==> config.mk <==
export PLATFORM = sky130hd
export DESIGN_NAME = neopixel_status_arbiter
export DESIGN_NICKNAME = d
export VERILOG_FILES = /design/src/rtl/neopixel_status_arbiter.sv
export SDC_FILE = /design/constraint.sdc
export NUM_CORES = 1
export LEC_CHECK = 0
export CAP_MARGIN = 25
export CELL_PAD_IN_SITES_DETAIL_PLACEMENT = 1
export CELL_PAD_IN_SITES_GLOBAL_PLACEMENT = 1
export CORE_MARGIN = 8
export CORE_UTILIZATION = 30
export CTS_BUF_LIST = sky130_fd_sc_hd__clkbuf_16
export DETAILED_ROUTE_END_ITERATION = 10
export HOLD_SLACK_MARGIN = 0.08
export PLACE_DENSITY_LB_ADDON = 0.1
export REMOVE_ABC_BUFFERS = 1
export SYNTH_ARGS = -nofsm -noshare
export SYNTH_HDL_FRONTEND = slang
export SYNTH_SLANG_ARGS = --single-unit
export TNS_END_PERCENT = 100
==> constraint.sdc <==
create_clock -name CLK -period 3 [get_ports CLK]
set_clock_uncertainty 0.05 [all_clocks]
set_input_delay 0.3 -clock CLK [delete_from_list [all_inputs] [get_ports CLK]]
set_output_delay 0.3 -clock CLK [all_outputs]
set_load 0.02 [all_outputs]
==> src/rtl/neopixel_status_arbiter.sv <==
// Round-robin arbiter that shares one NeoPixel driver between several status sources,
// enforcing WS2812 frame spacing and a minimum display time per colour.
module neopixel_status_arbiter #(
    parameter int unsigned NUM_REQ         = 4,
    parameter int unsigned CLK_FREQ        = 16_000_000,
    parameter int unsigned FRAME_US        = 80,
    parameter int unsigned MIN_SHOW_CYCLES = 1_600_000
) (
    input  logic                   CLK,
    input  logic                   reset_n,
    input  logic [NUM_REQ-1:0]     req,
    input  logic [24*NUM_REQ-1:0]  color_in,
    output logic [NUM_REQ-1:0]     ack,
    output logic [23:0]            color_out,
    output logic                   send_to_neopixels,
    output logic                   busy,
    output logic [2:0]             owner
);

    localparam int unsigned FRAME_CYCLES = CLK_FREQ / 1_000_000 * FRAME_US;
    localparam int unsigned FRAME_W      = $clog2(FRAME_CYCLES) + 1;
    localparam int unsigned HOLD_W       = $clog2(MIN_SHOW_CYCLES) + 1;

    typedef enum logic [2:0] {
        StInit,
        StIdle,
        StArb,
        StSend,
        StFrameWait,
        StHold
    } state_t;

    state_t               r_state,      w_state_nxt;
    logic [2:0]           r_last,       w_last_nxt;
    logic [2:0]           r_owner,      w_owner_nxt;
    logic [23:0]          r_color_lat,  w_color_lat_nxt;
    logic [23:0]          r_color_out,  w_color_out_nxt;
    logic                 r_send,       w_send_nxt;
    logic [NUM_REQ-1:0]   r_ack,        w_ack_nxt;
    logic [FRAME_W-1:0]   r_frame_cnt,  w_frame_cnt_nxt;
    logic [HOLD_W-1:0]    r_hold_cnt,   w_hold_cnt_nxt;
    logic                 r_from_init,  w_from_init_nxt;

    logic [7:0]           w_req_pad;
    logic [2:0]           w_idx;
    logic [2:0]           w_win;
    logic                 w_found;
    logic [23:0]          w_win_color;

    // Search starts one past the last winner so a held request cannot starve the others.
    always_comb begin
        w_req_pad = 8'(req);
        w_found   = 1'b0;
        w_win     = '0;
        w_idx     = '0;
        for (int i = 1; i <= int'(NUM_REQ); i++) begin
            w_idx = 3'((int'(r_last) + i) % int'(NUM_REQ));
            if (!w_found && w_req_pad[w_idx]) begin
                w_found = 1'b1;
                w_win   = w_idx;
            end
        end
        w_win_color = '0;
        for (int i = 0; i < int'(NUM_REQ); i++) begin
            if (w_win == 3'(i)) begin
                w_win_color = color_in[24*i +: 24];
            end
        end
    end

    always_comb begin
        w_state_nxt     = r_state;
        w_last_nxt      = r_last;
        w_owner_nxt     = r_owner;
        w_color_lat_nxt = r_color_lat;
        w_color_out_nxt = r_color_out;
        w_send_nxt      = 1'b0;
        w_ack_nxt       = '0;
        w_frame_cnt_nxt = r_frame_cnt;
        w_hold_cnt_nxt  = r_hold_cnt;
        w_from_init_nxt = r_from_init;
        case (r_state)
            StInit: begin
                w_color_out_nxt = '0;
                w_send_nxt      = 1'b1;
                w_frame_cnt_nxt = FRAME_W'(FRAME_CYCLES - 1);
                w_from_init_nxt = 1'b1;
                w_state_nxt     = StFrameWait;
            end
            StIdle: begin
                if (|req) begin
                    w_state_nxt = StArb;
                end
            end
            StArb: begin
                if (w_found) begin
                    w_ack_nxt       = NUM_REQ'(8'd1 << w_win);
                    w_color_lat_nxt = w_win_color;
                    w_last_nxt      = w_win;
                    w_owner_nxt     = w_win;
                    // Re-sending an identical colour would only waste a display slot.
                    w_state_nxt     = (w_win_color == r_color_out) ? StIdle : StSend;
                end else begin
                    w_state_nxt = StIdle;
                end
            end
            StSend: begin
                w_color_out_nxt = r_color_lat;
                w_send_nxt      = 1'b1;
                w_frame_cnt_nxt = FRAME_W'(FRAME_CYCLES - 1);
                w_from_init_nxt = 1'b0;
                w_state_nxt     = StFrameWait;
            end
            StFrameWait: begin
                if (r_frame_cnt == '0) begin
                    if (r_from_init) begin
                        w_state_nxt = StIdle;
                    end else begin
                        w_hold_cnt_nxt = HOLD_W'(MIN_SHOW_CYCLES - 1);
                        w_state_nxt    = StHold;
                    end
                end else begin
                    w_frame_cnt_nxt = r_frame_cnt - FRAME_W'(1);
                end
            end
            StHold: begin
                if (r_hold_cnt == '0) begin
                    w_state_nxt = StIdle;
                end else begin
                    w_hold_cnt_nxt = r_hold_cnt - HOLD_W'(1);
                end
            end
            default: w_state_nxt = StInit;
        endcase
    end

    always_ff @(posedge CLK or negedge reset_n) begin
        if (!reset_n) begin
            r_state     <= StInit;
            r_last      <= 3'(NUM_REQ - 1);
            r_owner     <= '0;
            r_color_lat <= '0;
            r_color_out <= '0;
            r_send      <= 1'b0;
            r_ack       <= '0;
            r_frame_cnt <= '0;
            r_hold_cnt  <= '0;
            r_from_init <= 1'b0;
        end else begin
            r_state     <= w_state_nxt;
            r_last      <= w_last_nxt;
            r_owner     <= w_owner_nxt;
            r_color_lat <= w_color_lat_nxt;
            r_color_out <= w_color_out_nxt;
            r_send      <= w_send_nxt;
            r_ack       <= w_ack_nxt;
            r_frame_cnt <= w_frame_cnt_nxt;
            r_hold_cnt  <= w_hold_cnt_nxt;
            r_from_init <= w_from_init_nxt;
        end
    end

    assign ack               = r_ack;
    assign color_out         = r_color_out;
    assign send_to_neopixels = r_send;
    assign owner             = r_owner;
    assign busy              = (r_state != StIdle);

endmodule
==> metrics.md <==
| Metric | Value |
|---|---|
| Worst Setup EP | `r_hold_cnt[14]` |
| MaxCap Viol Count | `0` |
| Initial antenna violation count | `0` |
| Final-report max-slew violation count | `0` |
| Max IR drop VDD | `0.3395 mV` |
| Total grt overflow | `0` |
| Final-stage net count | `751` |
| CTS tree | `built` |
| All-Layer GR Usage | `0.1428` |
| Synthesis-to-layout area growth | `39.48%` |
| FMAX | `352.3 MHz` |
| Worst-margin pin slew | `roughly 0.65 ns` |
| Synth Area in XOR/XNOR | `0.08144` |
| Critical path capture point type | `flip-flop` |
| Synth Instances | `515` |
| Crit path kind | `reg -> reg` |
| Sequential-to-total area share from yosys stat | `0.4708` |
| Max_slew headroom | `0.5652` |
| Metal2 WL | `around 7800 µm` |
| FF-to-FF path depth | `8` |
| Pin count of the biggest net entering global routing | `just under 80` |
| Hold WC Path Type | `in -> async` |
| CTS root buf | `clkbuf_16` |
| Static leakage | `0.003175 µW` |
| Crit. Startpoint | `r_hold_cnt[12]` |
| CTS max path bufs | `2` |
| Initial Util | `0.3059` |
| PostCTS Resize Cnt | `0` |
| Clock Latency Late Sink | `0.35 ns` |
| Worst-path clk slew | `roughly 0.06 ns` |
| Synth Area per Inst | `~9.8 µm²` |
| Placed instance area | `0.006690 mm²` |
| Crit Reg-Reg Startpoint | `r_hold_cnt[12]` |
| Design Area, Final | `0.007051 mm²` |
| I/O Buffers | `133` |
| Die ar. | `between 0.02 and 0.025 mm²` |
| Die Wd | `145.8 µm` |
| # rows | `47` |
| Vias | `roughly 4200` |
| Worst Path Required | `3.16 ns` |
| Vias/cell | `4.820` |
| DRT Wirelength | `14920 µm` |
| Startpoint types | `flip-flop` |
| Uppermost layer routed | `met4` |
| Filler cell count | `1844` |
| Post-synthesis simple-gate area fraction | `0.1881` |
| Gpl congestion | `0.7319` |
| Critical Path Fanout Max | `6` |
| Vias in the first global route | `around 4800` |
| Sink Count | `95` |
| RSZ-0062 raised after global routing | `false` |
| Final Hold Fails | `0` |
| Initial drt markers | `173` |
| Yosys cell types | `41` |
| WP data arrival | `approximately 3 ns` |
| Multiplexer share of the synthesized area | `0.1426` |
| # hold bufs at CTS | `0` |
| Post-CTS Setup Bufs | `0` |
| Core Footprint | `0.01652 mm²` |
| Cell Area, Synth | `0.005055 mm²` |
| Die Y | `145.8 µm` |
| # placed instances | `854` |
| Synth Area in Adders | `0.004950` |
| Ant. Diodes | `0` |
| CTS buffer count | `9` |
| Drt wl/cell | `17.11 µm` |
| Worst hold slack | `0.3758 ns` |
| Period utilization | `0.9463` |
| Layout cell share with drive strength beyond 1 | `0.06442` |
| R2R setup slack | `~0.16 ns` |
| Shortest period the worst path allows | `roughly 2.8 ns` |
| Power per standard cell area | `686.4 mW/mm²` |
| Pre-antenna DRT Iters | `4` |
| Ys Warns | `0` |
| First-pass GRT wire length | `between 20000 and 25000 µm` |
| Htree depth | `3` |
| Dpl hpwl | `between 10000 and 15000 µm` |
| Status | `completed` |
| # setup viols final | `0` |
| Ports | `135` |
| Met3 WL | `799 µm` |
| Reg-to-Reg End | `r_hold_cnt[14]` |
| Largest family of logic cells by synthesized area | `simple AND/OR/NAND/NOR gates` |
| Post-DRT Antenna Nets | `0` |
| Fin cells | `~870` |
| DRC | `0` |
| Compound-cell area share of the yosys netlist | `0.08193` |
| FF+latch count, synth | `between 90 and 100` |
| Routed length on met1 | `6205 µm` |
-- how the worst min path moves through the flow --
| stage | startpoint | to | cells past startpoint |
|---|---|---|---|
| floorplan | reset_n | ack[0] | 0 |
| global placement | r_color_lat[12] | r_color_lat[12] | 2 |
| detailed placement | r_color_lat[8] | r_color_lat[8] | 2 |
| CTS | reset_n | r_hold_cnt[16] | 1 |
| global route | reset_n | r_hold_cnt[16] | 2 |
| finish | reset_n | r_hold_cnt[13] | 2 |
-- synth_stat cells --
library cell    n  area, µm²
o21a_1          3      22.52
inv_1           8      30.03
ha_1            2      25.02
or2_1           1      6.260
nor2b_1         3      18.77
buf_4           2      15.01
a21oi_1        11      55.05
clkbuf_1       15      56.30
o211a_1         1      10.01
or4_4           2      22.52
or3b_2          2      17.52
nand4b_1        1      8.760
o311a_4         1      21.27
or3_1          11      68.82
nor2_1         27      101.4
conb_1          1      3.750
a22o_1         24      210.2
buf_2           8      40.04
xnor2_1        33      289.0
nor3b_1         3      22.52
o221ai_1        1      8.760
nor3_1         15      75.07
and3_1          4      25.02
a211oi_1        2      15.01
or4_1           3      22.52
nand3_1         6      30.03
dfrtp_1        93       2327
xor2_1         14      122.6
o211ai_1        1      7.510
o21ai_1         3      15.01
o21ai_0         8      40.04
nor4_1          6      37.54
nand4_1         7      43.79
dfstp_2         2      52.55
buf_1           2      7.510
a211o_1         1      8.760
nand2_2         1      6.260
nand2_1       110      412.9
mux2i_1        72      720.7
nand2b_1        4      25.02
or2_2           1      6.260
-- state kept, by name, indices dropped and copies added, names as in the netlist --
| name | count |
|---|---|
| color_out | 24 |
| r_color_lat | 24 |
| r_hold_cnt | 22 |
| r_frame_cnt | 12 |
| ack | 4 |
| r_state | 3 |
| owner | 2 |
| r_last | 2 |
| r_from_init | 1 |
| send_to_neopixels | 1 |
-- through the flow --
step / utilization / worst slack (ns) / setup TNS (ns) / power (µW)
after floorplan: - / -2.628 / -63.90 / 3048
after global placement: 0.4049 / 0.06673 / 0 / 3574
after detailed placement: 0.4049 / -0.002311 / -0.002311 / 3645
after CTS: 0.4244 / 0.1370 / 0 / 4928
after global routing: 0.4267 / 0.07582 / 0 / 5194
final: 0.4267 / 0.1611 / 0 / 4839
-- area by class of cell --
class / count / area, µm² / share of cell area
clock buffers: 9 / 225.2 / 0.03194
clock inverters: 7 / 97.59 / 0.01384
inverters: 8 / 30.03 / 0.004259
multi-input cells: 385 / 2554 / 0.3622
flip-flops and latches: 95 / 2380 / 0.3375
well taps: 220 / 275.3 / 0.03904
repair buffers: 148 / 1489 / 0.2112
-- placed cells by master (no fill, tap or decap), types with 9 or more instances in the layout --
cell type and count:
nand2_1 110, clkbuf_16 9, dfrtp_1 93, nor3_1 14, xnor2_1 33, mux2i_1 72, clkdlybuf4s50_1 132, inv_1 9
nor2_1 27, xor2_1 14, a21oi_1 11, buf_4 12, a22o_1 24, or3_1 11
-- layer usage --
metal,GRT usage,vias to the layer above
met4,0.03123,0
li1,-,2034
met2,0.2619,68
met3,0.05131,11
met1,0.1535,2090
met5,0,-
-- kinds of logic (layout without fill, tap and decap cells) --
family / after synthesis / after routing
buf+inv: 35 / 172
xor+xnor: 47 / 47
compound gates: 56 / 56
other cells: 1 / 1
flops: 95 / 95
simple gates: 207 / 207
mux: 72 / 72
fa+ha+maj: 2 / 2
-- report_power, final --
| group | total, µW | leakage, µW | switching (µW) | internal [µW] |
|---|---|---|---|---|
| clock network | 1240 | 0.000157 | 511 | 733 |
| logic | 1680 | 0.00181 | 833 | 845 |
| registers | 1920 | 0.00121 | 304 | 1610 |
| total | 4840 | 0.00317 | 1650 | 3190 |
-- worst max-delay path, stage by stage (launching register included) --
cell and delay [ns]:
dfrtp_1 0.42, or4_4 0.57, or4_4 0.52, o311a_4 0.40, o211a_1 0.28, nand2_2 0.12
or4_1 0.12, xor2_1 0.14, nand2_1 0.07
Note: power is estimated with default switching activity, not from simulation.
